**config.mk**
```make
export PLATFORM = sky130hd
export DESIGN_NAME = mem_access
export DESIGN_NICKNAME = d
export VERILOG_FILES = /design/src/rtl/mem_access.sv
export SDC_FILE = /design/constraint.sdc
export NUM_CORES = 1
export LEC_CHECK = 0
export BUFFER_PORTS_ARGS = -buffer_cell sky130_fd_sc_hd__clkbuf_2
export CAP_MARGIN = 25
export CORE_ASPECT_RATIO = 0.8
export CORE_MARGIN = 3
export CORE_UTILIZATION = 55
export CTS_CLUSTER_SIZE = 24
export DETAILED_ROUTE_END_ITERATION = 10
export PLACE_DENSITY = 0.89
export RECOVER_POWER = 100
export SETUP_SLACK_MARGIN = 0.1
export SYNTH_ARGS = -nofsm -noshare
export SYNTH_HDL_FRONTEND = slang
export SYNTH_SLANG_ARGS = --single-unit
```
**constraint.sdc**
```tcl
create_clock -name clk -period 4.2 [get_ports clk]
set_clock_uncertainty 0.1 [all_clocks]
set_input_delay 0 -clock clk [delete_from_list [all_inputs] [get_ports clk]]
set_output_delay 0 -clock clk [all_outputs]
set_load 0.05 [all_outputs]
```
**src/rtl/mem_access.sv**
```systemverilog
// Load/store unit: one data-memory transaction per core request over a
// req/gnt/rvalid bus, with byte-lane alignment and load sign/zero extension.
// Optional feature macro: MISALIGN_TRAP_EN (trap misaligned H/W accesses).
module mem_access #(
    parameter int unsigned TIMEOUT = 16
) (
    input  logic        clk,
    input  logic        rst,
    input  logic        lsu_valid,
    input  logic        mem_rd,
    input  logic        mem_wr,
    input  logic [2:0]  mem_op,
    input  logic [31:0] addr,
    input  logic [31:0] wdata,
    output logic        lsu_stall,
    output logic        lsu_done,
    output logic        lsu_err,
    output logic [31:0] lsu_rdata,
    output logic        dm_req,
    output logic        dm_we,
    output logic [31:0] dm_addr,
    output logic [3:0]  dm_be,
    output logic [31:0] dm_wdata,
    input  logic        dm_gnt,
    input  logic        dm_rvalid,
    input  logic [31:0] dm_rdata
);

    typedef enum logic [1:0] {IDLE, REQ, WAIT, RESP} state_t;

    localparam logic [31:0] TO_LAST = 32'(TIMEOUT) - 32'd1;

    state_t      state_q, state_d;
    logic [31:0] addr_q, addr_d;
    logic [31:0] wdata_q, wdata_d;
    logic [31:0] rdata_q, rdata_d;
    logic [31:0] cnt_q, cnt_d;
    logic [2:0]  op_q, op_d;
    logic        we_q, we_d;
    logic        err_q, err_d;

    logic        op_legal;
    logic        misalign;
    logic        timeout_hit;
    logic [3:0]  be;
    logic [31:0] st_data;
    logic [7:0]  ld_byte;
    logic [15:0] ld_half;
    logic [31:0] ld_ext;

    // Stores only support B/H/W; loads additionally BU/HU.
    assign op_legal = mem_wr ? (mem_op inside {3'b000, 3'b001, 3'b010})
                             : (mem_op inside {3'b000, 3'b001, 3'b010, 3'b100, 3'b101});

`ifdef MISALIGN_TRAP_EN
    assign misalign = ((mem_op[1:0] == 2'b01) && addr[0]) ||
                      ((mem_op[1:0] == 2'b10) && (addr[1:0] != 2'b00));
`else
    assign misalign = 1'b0;
`endif

    assign timeout_hit = (TIMEOUT != 0) && (cnt_q == TO_LAST);

    // Byte enables, replicated store data and load extraction from the latched request.
    always_comb begin
        be      = 4'b1111;
        st_data = wdata_q;
        case (op_q[1:0])
            2'b00: begin
                be      = 4'b0001 << addr_q[1:0];
                st_data = {4{wdata_q[7:0]}};
            end
            2'b01: begin
                be      = addr_q[1] ? 4'b1100 : 4'b0011;
                st_data = {2{wdata_q[15:0]}};
            end
            default: ;
        endcase
        case (addr_q[1:0])
            2'b00:   ld_byte = dm_rdata[7:0];
            2'b01:   ld_byte = dm_rdata[15:8];
            2'b10:   ld_byte = dm_rdata[23:16];
            default: ld_byte = dm_rdata[31:24];
        endcase
        ld_half = addr_q[1] ? dm_rdata[31:16] : dm_rdata[15:0];
        case (op_q)
            3'b000:  ld_ext = {{24{ld_byte[7]}}, ld_byte};
            3'b100:  ld_ext = {24'd0, ld_byte};
            3'b001:  ld_ext = {{16{ld_half[15]}}, ld_half};
            3'b101:  ld_ext = {16'd0, ld_half};
            default: ld_ext = dm_rdata;
        endcase
    end

    // Next-state and next-value logic for the transaction FSM.
    always_comb begin
        state_d = state_q;
        addr_d  = addr_q;
        wdata_d = wdata_q;
        op_d    = op_q;
        we_d    = we_q;
        err_d   = err_q;
        rdata_d = rdata_q;
        cnt_d   = '0;
        case (state_q)
            IDLE: begin
                if (lsu_valid) begin
                    rdata_d = '0;
                    if ((mem_rd ^ mem_wr) && op_legal && !misalign) begin
                        addr_d  = addr;
                        wdata_d = wdata;
                        op_d    = mem_op;
                        we_d    = mem_wr;
                        err_d   = 1'b0;
                        state_d = REQ;
                    end else begin
                        err_d   = 1'b1;
                        state_d = RESP;
                    end
                end
            end
            REQ: begin
                cnt_d = cnt_q + 32'd1;
                if (dm_gnt) begin
                    state_d = we_q ? RESP : WAIT;
                end else if (timeout_hit) begin
                    err_d   = 1'b1;
                    state_d = RESP;
                end
            end
            WAIT: begin
                cnt_d = cnt_q + 32'd1;
                if (dm_rvalid) begin
                    rdata_d = ld_ext;
                    state_d = RESP;
                end else if (timeout_hit) begin
                    err_d   = 1'b1;
                    state_d = RESP;
                end
            end
            default: state_d = IDLE;
        endcase
    end

    // State and latched-request registers.
    always_ff @(posedge clk or negedge rst) begin
        if (!rst) begin
            state_q <= IDLE;
            addr_q  <= '0;
            wdata_q <= '0;
            rdata_q <= '0;
            cnt_q   <= '0;
            op_q    <= '0;
            we_q    <= 1'b0;
            err_q   <= 1'b0;
        end else begin
            state_q <= state_d;
            addr_q  <= addr_d;
            wdata_q <= wdata_d;
            rdata_q <= rdata_d;
            cnt_q   <= cnt_d;
            op_q    <= op_d;
            we_q    <= we_d;
            err_q   <= err_d;
        end
    end

    assign dm_req    = (state_q == REQ);
    assign dm_we     = dm_req & we_q;
    assign dm_addr   = dm_req ? {addr_q[31:2], 2'b00} : '0;
    assign dm_be     = dm_req ? be : '0;
    assign dm_wdata  = dm_we ? st_data : '0;
    assign lsu_done  = (state_q == RESP);
    assign lsu_err   = lsu_done & err_q;
    assign lsu_rdata = lsu_done ? rdata_q : '0;
    assign lsu_stall = lsu_valid & ~lsu_done;

endmodule

```
### Word-level counts from Yosys, hierarchy flattened

Index checks and enable logic that the tools add are counted.

* $add $sub $neg: 1
* eq/ne operators: 18
* shift-type cells: 1
* muxes and demuxes: 28
* bitwise logic cells: 5
* reductions and logical operators: 14

Operator list (count)
* 2-to-1 mux 32 bit: 6
* one-hot mux 32 bit (2 select lines): 2
* one-hot mux 32 bit (4 select lines): 1
* adder 32 x 1 -> 32 bit (second input constant): 1
* equality test 32 x 4 -> 1 bit (second input constant): 1
* one-hot mux 8 bit (3 select lines): 1
* 2-to-1 mux 16 bit: 1
* equality test 3 bit (second input constant): 4
* 2-to-1 mux 2 bit: 5
* 2-to-1 mux 4 bit: 2
* inequality test 2 bit (second input constant): 4
* one-hot mux 4 bit (2 select lines): 1
* 2-to-1 mux 1 bit: 7
* equality test 2 x 1 -> 1 bit (second input constant): 3
* equality test 2 bit (second input constant): 3
* equality test 3 x 1 -> 1 bit (second input constant): 2
* zero test 2 bit: 3
* zero test 3 bit: 2
* one-hot mux 2 bit (3 select lines): 1
* AND reduction 3 bit: 2
* nonzero test 3 bit: 2
* nonzero test 5 bit: 1
* AND reduction 4 bit: 1
* << shifter 1 x 2 -> 4 bit (first input constant): 1
* other kinds (8): 10

* bits in registers: 135
* input port bits: 106
* output and inout bits: 105
* word-level logic and storage cells: 75

### Longest topological paths before layout

Gate-level depths: netlist (run 1).

* word-level depth: 7
* mapped depth: 8

### Worst setup path before layout (run 1)

No wires, ideal clock.

* kind: register to output
* from: register state_q[1]
* to: output dm_wdata[12]
* data arrival time: 2.421 ns
* path slack: 1.679 ns
* cell stages (with the launch flop): 7
* cell sequence: dfrtp_1 inv_1 ha_1 clkbuf_1 nand2_1 clkbuf_1 a21oi_1

* longest elaborated chain between the ends: 3

Ends and longest elaborated chain
* from (decl): RTL line 33 `state_t state_q, state_d;`
* from (signal assigned): RTL line 157 `state_q <= state_d;`
* equality test 2 x 1 -> 1 bit: RTL line 168 `assign dm_req = (state_q == REQ);`
* named net dm_req: RTL line 19 `output logic dm_req,`
* AND 1 bit: RTL line 169 `assign dm_we = dm_req & we_q;`
* 2-to-1 mux 32 bit: RTL line 172 `assign dm_wdata = dm_we ? st_data : '0;`
* to (decl): RTL line 23 `output logic [31:0] dm_wdata,`

The timed path passes the listed nets, and every way through them passes these cells.

### Worst setup path after layout (run 1)

* from: register state_q[1]
* to: output dm_addr[8]

* longest elaborated chain between the ends: 2

Ends and longest elaborated chain
* equality test 2 x 1 -> 1 bit: RTL line 168
* 2-to-1 mux 32 bit: RTL line 170 `assign dm_addr = dm_req ? {addr_q[31:2], 2'b00} : '0;`
* to (decl): RTL line 21 `output logic [31:0] dm_addr,`

Every way passes these cells.

==> results of run 1 <==
critical path, cell delays in order (launching register included):
cell      delay [ns]
dfrtp_1         0.45
inv_1           0.11
ha_1            0.16
clkbuf_1        1.35
and2_1          0.29
clkbuf_1        0.53
registers in the layout, indices dropped and copies added, names as in the netlist:
name and flops:
op_q 3, err_q 1, we_q 1, state_q 2, addr_q 32, cnt_q 32, wdata_q 32, rdata_q 32
cells by family (layout without fill, tap and decap cells):
logic type,count (synthesis),count (layout)
compound gates,149,149
xor+xnor,12,12
fa+ha+maj,6,6
buf+inv,69,365
flops,135,135
mux,89,89
other cells,1,3
simple gates,237,237
cell type report:
type                       count  area (sq um)
multi-input combinational    495          3580
sequential                   135          3380
fill                         751          2710
timing repair buffer         320          2030
clock buffer                  17           425
tap                          171           214
clock inverter                15           134
inverter                      13          48.8
antenna                        1          2.50
per-layer routing:
layer / GRT usage / vias up
met1: 0.405 / 3457
met2: 0.609 / 508
li1: - / 3082
met5: 0 / -
met3: 0.0798 / 120
met4: 0.188 / 0
cell usage after synthesis (all sizes together) (3+ instances only):
master / number / area, sq um
dfrtp: 135 / 3380
mux2: 69 / 777
and2: 67 / 419
nor2: 45 / 169
a21oi: 41 / 209
clkbuf: 36 / 135
o21ai: 34 / 170
nand2: 28 / 105
a221o: 24 / 253
buf: 20 / 120
mux2i: 19 / 190
nor2b: 14 / 87.6
and3: 13 / 81.3
inv: 13 / 48.8
nand2b: 11 / 71.3
or3: 11 / 68.8
nand3: 10 / 50.1
nand4: 10 / 75.1
xor2: 9 / 78.8
a21o: 8 / 60.1
a22o: 8 / 70.1
nand3b: 8 / 60.1
nor4: 8 / 50.1
o311ai: 7 / 61.3
o41ai: 7 / 61.3
ha: 6 / 75.1
a2111oi: 5 / 62.6
a211o: 5 / 43.8
and4: 4 / 35.0
o21a: 3 / 22.5
xnor2: 3 / 26.3
repair_timing:
item	in CTS	in global routing
setup buffers	0	0
hold buffers	104	0
hold endpoints to repair	196	0
gates resized for setup	0	0
power groups by stage:
stage	registers [mW]	clock network (mW)	logic [mW]
global placement	2.10	0	2.42
finish	2.19	1.46	2.68
CTS	2.11	1.44	2.59
detailed placement	2.12	0	2.48
global route	2.22	1.52	2.86
floorplan	1.96	0	2.04
through the flow:
stage / setup WS (ns) / std cells / hold WS (ns)
floorplan: 1.68 / 699 / -0.396
global placement: 1.83 / 1030 / 0.0268
detailed placement: 1.75 / 1030 / 0.0393
CTS: 1.48 / 1166 / 0.132
global route: 0.638 / 1166 / 0.205
finish: 0.763 / 1167 / 0.168
path summary, 6_finish.rpt:
path / end / slack, ns
max reg2reg: rdata_q[25] / 1.05
max in group asynchronous: cnt_q[23] / 1.29
min reg2reg: rdata_q[4] / 0.38
min: err_q / 0.17
min in group asynchronous: wdata_q[24] / 0.68
max: dm_addr[8] / 0.76
==> out/qor.txt, run 1 <==
HP Start: mem_rd
Netlist cell types: 56
Top sig layer: met4
DRC: 0
Signal arrival time at the worst endpoint: 3.34 ns
Avg Cell Area, Syn: 10.4 sq um
Post-synth ARST share: 1.00
Xor/xnor share of the synthesized area: 0.0145
Worst Setup SP: state_q[1]
VDD IR max: 477 uV
Final instance area: 9810 sq um
Synth Warn #: 0
Most frequent cells in the layout: dfrtp_1 (134), clkbuf_2 (131), dlygate4sd3_1 (104)
Nets: 1,094
Combinational family with the most area after synthesis: simple AND/OR/NAND/NOR gates
IO Count: 211
Final Hold Fails: 0
Final Power: 6.33 mW
Worst rel slew slack: -0.544
Power Density: 645 nW/um^2
Failing checks: max-capacitance violations, max-slew violations
Final setup TNS: 0 ns
ANT nets after route: 0
CTS sink count: 135
Status: finished, violations left
Final period util: 0.818
Sequential-to-total area share from yosys stat: 0.465
Pins over their slew limit: 228
R2R Path Start: state_q[0]
Crit Path Max Fanout: 46
1st-iter DRT viols: 763
Simple-gate share of the synthesized area: 0.184
GR Util All Layers: 0.349
Top_reg_cell synth: dfrtp_1
Unrepaired setup endpoints after global routing: false
Reg power frac: 0.346
# H-tree levels: 4
Util after Layout: 0.783
Hold path cells: 4
Worst reg-to-reg path cell count: 6
Inserted Clock Buffers: 17
Combinational power share: 0.424
Initial core utilization: 0.580
Initial antenna violation count: 0
Mapped Area: 7260 sq um
Post-DP HPWL: 13,400 um
Clk_lat worst skew: 0.43 ns
Number of flops mapped to enable cells by yosys: 0
Dpl cell area: 8350 sq um
Vias: 7,167
Layout cells sized above 1: 0.245
Most common library cell in the layout ignoring fill and taps: dfrtp_1
CTS clock-pin slew for the worst setup and hold paths: 0.07 ns
CTS tree: done
Slew @ Worst Pin: 2.32 ns
Layout Area Growth over Synthesis: 35.1%
Worst Setup End Kind: output pin
Critical path type: reg2out
Hold Crit Class: in2reg
Net switching power: 2.83 mW
Max clock buf depth: 2
Critical Path Source Type: register
Vias in the first global route: 7,430
Synth Area in Compound Gates: 0.148
Yosys reg bits: 135
Largest net degree at the start of global routing: 95
Post-synthesis adder-cell area fraction: 0.0103
Routed wl met2: 12,800 um
Post-layout min period: 3.44 ns
Die H: 109 um
Fmax: 0.291 GHz
Max-Cap Viols: 4
Total Routed Length: 25,600 um
Core Rows: 36
First drt pass iteration count: 6
First-pass GRT wire length: 39,700 um
PortBufs: 208
Die X-Extent: 134 um
Met1 WL: 9220 um
Final setup violation count: 0
Cells after Synth: 698
Leak: 4.43 nW
Switching Share: 0.448
Via density: 6.14
Clock power frac: 0.231
Total grt overflow: 0
WL per Instance: 21.9 um
Internal power: 3.50 mW
Root buf cell: clkbuf_16
Die area: 14,600 sq um
Mux contribution to synthesized area: 0.136
Met3 WL: 2310 um
RePlAce Congestion: 0.903
Core area: 12,500 sq um
Worst endpoint required time: 4.10 ns
Power figures use the tool's default switching activity.
==> run 2, diff against run 1 <==
CORE_UTILIZATION = 53   (was 55)
PLACE_DENSITY = 0.86   (was 0.89)
clock period = 3.6 ns   (was 4.2 ns; I/O delays follow)
==> run 2 against run 1 <==
The flow finishes with violations (negative hold slack, max-capacitance violations, max-slew violations). Sequential power increased by 16%. Register-to-register slack about the same. Hold slack got worse by 0.18 ns. Power increased by 18%. Design area is 0.73% higher. Final cell count rose by 0.69%. Via count shrank 3.7%. Die area rose by 3.6%. Combinational power rose by 16%. Non-clock buffer count grew 3.
==> out/qor.txt, run 2 (synthesized netlist as in run 1, its figures left out) <==
Reg2reg end: cnt_q[28]
Post-DP HPWL: 13,800 um
WL per Instance: 19.9 um
Die X-Extent: 137 um
Unrepaired setup endpoints after global routing: false
Fmax: 0.364 GHz
Signal arrival time at the worst endpoint: 2.65 ns
Failing checks: negative hold slack, max-capacitance violations, max-slew violations
Hold path cells: 4
Clock power frac: 0.244
R2R Path Start: cnt_q[0]
Final setup TNS: 0 ns
Die area: 15,100 sq um
Reg power frac: 0.340
Core Rows: 37
Total grt overflow: 0
# H-tree levels: 4
First-pass GRT wire length: 36,500 um
Total Routed Length: 23,400 um
1st-iter DRT viols: 782
Initial antenna violation count: 2
Max clock buf depth: 2
Leak: 4.42 nW
CTS sink count: 135
Most common library cell in the layout ignoring fill and taps: dfrtp_1
Status: finished, violations left
Combinational power share: 0.416
Vias: 6,902
Initial core utilization: 0.552
First drt pass iteration count: 5
GR Util All Layers: 0.305
Max-Cap Viols: 1
Post-layout min period: 2.75 ns
Worst hold slack: -0.0162 ns
HP Start: mem_rd
Vias in the first global route: 7,073
Clk_lat worst skew: 0.42 ns
Worst rel slew slack: -0.408
CTS clock-pin slew for the worst setup and hold paths: 0.06 ns
Die H: 111 um
VDD IR max: 493 uV
Worst path cell trace: nand2b_1, a21oi_1, nor2b_1, clkbuf_1
Internal power: 4.25 mW
Hold Crit Class: in2reg
DRC: 0
Critical Path Source Type: register
FILL cells: 856
Crit path max-delay cell type: dfrtp_1
Worst Setup End Kind: output pin
Critical path type: reg2out
Largest net degree at the start of global routing: 85
Root buf cell: clkbuf_16
ANT nets after route: 0
Nets: 1,097
Inserted Clock Buffers: 17
Layout Area Growth over Synthesis: 36.1%
Worst hold endpoint: err_q
Worst Setup SP: op_q[0]
Most frequent cells in the layout: dfrtp_1 (134), clkbuf_2 (108), dlygate4sd3_1 (103), clkbuf_1 (103), mux2_2 (65)
Core area: 13,100 sq um
Critical path's largest stage delay: 0.58 ns
PortBufs: 208
WP buf/inv: 1
Pins over their slew limit: 85
Final setup violation count: 0
IO Count: 211
Reg2Reg Setup Slack: 1.04 ns
Final Hold Fails: 1
Via density: 5.87
Final period util: 0.764
Crit Path Max Fanout: 16
Switching Share: 0.430
Delay-heaviest family, CP: simple AND/OR/NAND/NOR gates
CTS tree: done
Worst endpoint required time: 3.50 ns
Worst reg-to-reg path cell count: 5
RePlAce Congestion: 0.894
Slew @ Worst Pin: 2.11 ns
Net switching power: 3.21 mW
Power Density: 755 nW/um^2
Layout cells sized above 1: 0.231
[run 2: cell types whose count changed in the layout (fill, tap and decap cells not counted), sizes merged]
cell,previous run,this run
buf,3,9
bufinv,0,2
clkbuf,230,228
clkinv,1,2
clkinvlp,4,2
diode,1,2
dlygate4sd3,104,103
inv,23,22
[run 2: worst max-delay path by stage]
stage                              end  slack [ns]  depth (start not counted)
after floorplan           dm_wdata[12]        1.08                          6
after global placement      rdata_q[2]        1.28                          7
after detailed placement    rdata_q[3]        1.17                          7
after CTS                   rdata_q[3]        1.07                          7
after global routing       rdata_q[30]        0.63                          3
final                         dm_be[0]        0.85                          4
[run 2: per-stage QoR]
| stage | instances | total power, mW | setup WS (ns) | utilization | cell area [sq um] |
|---|---|---|---|---|---|
| after floorplan | 699 | 4.67 | 1.08 | - | 7260 |
| after global placement | 1037 | 5.31 | 1.28 | 0.638 | 8390 |
| after detailed placement | 1037 | 5.42 | 1.17 | 0.638 | 8390 |
| after CTS | 1172 | 7.34 | 1.07 | 0.762 | 10000 |
| after global routing | 1175 | 7.81 | 0.635 | 0.752 | 9880 |
| final | 1175 | 7.46 | 0.850 | 0.752 | 9880 |
[run 2: worst min-delay path: cells and delay by family]
family / cells / cell delay (ns)
AOI/OAI and AO/OA: 2 / 0.24
buffers and inverters: 1 / 0.08
and+or+nand+nor: 1 / 0.14
[run 2: cell type report]
| type | count | area, sq um | share of cell area |
|---|---|---|---|
| flip-flops and latches | 135 | 3380 | 0.342 |
| multi-input cells | 495 | 3580 | 0.362 |
| repair buffers | 323 | 2050 | 0.207 |
| diodes | 2 | 5.00 | 0.000507 |
| clock inverters | 15 | 181 | 0.0184 |
| clock buffers | 17 | 425 | 0.0431 |
| inverters | 13 | 48.8 | 0.00494 |
| well taps | 175 | 219 | 0.0222 |
[run 2: what timing repair did]
item                                   in CTS  in global routing
endpoints found under the hold margin     184                  0
resized for setup                           0                  0
setup buffers                               0                  0
hold buffers                              103                  0
[run 2: per-layer routing]
layer	track usage	wire, um	vias to the layer above
li1	-	-	3096
met1	0.371	9160	3327
met2	0.512	11500	397
met3	0.0740	1870	82
met4	0.135	900	0
met5	0	0	-
[run 2: power groups by stage]
stage / sequential (mW) / combinational (mW) / clock (mW)
after floorplan: 2.28 / 2.38 / 0
after global placement: 2.45 / 2.86 / 0
after detailed placement: 2.49 / 2.93 / 0
after CTS: 2.47 / 3.05 / 1.81
after global routing: 2.58 / 3.33 / 1.90
final: 2.53 / 3.10 / 1.82
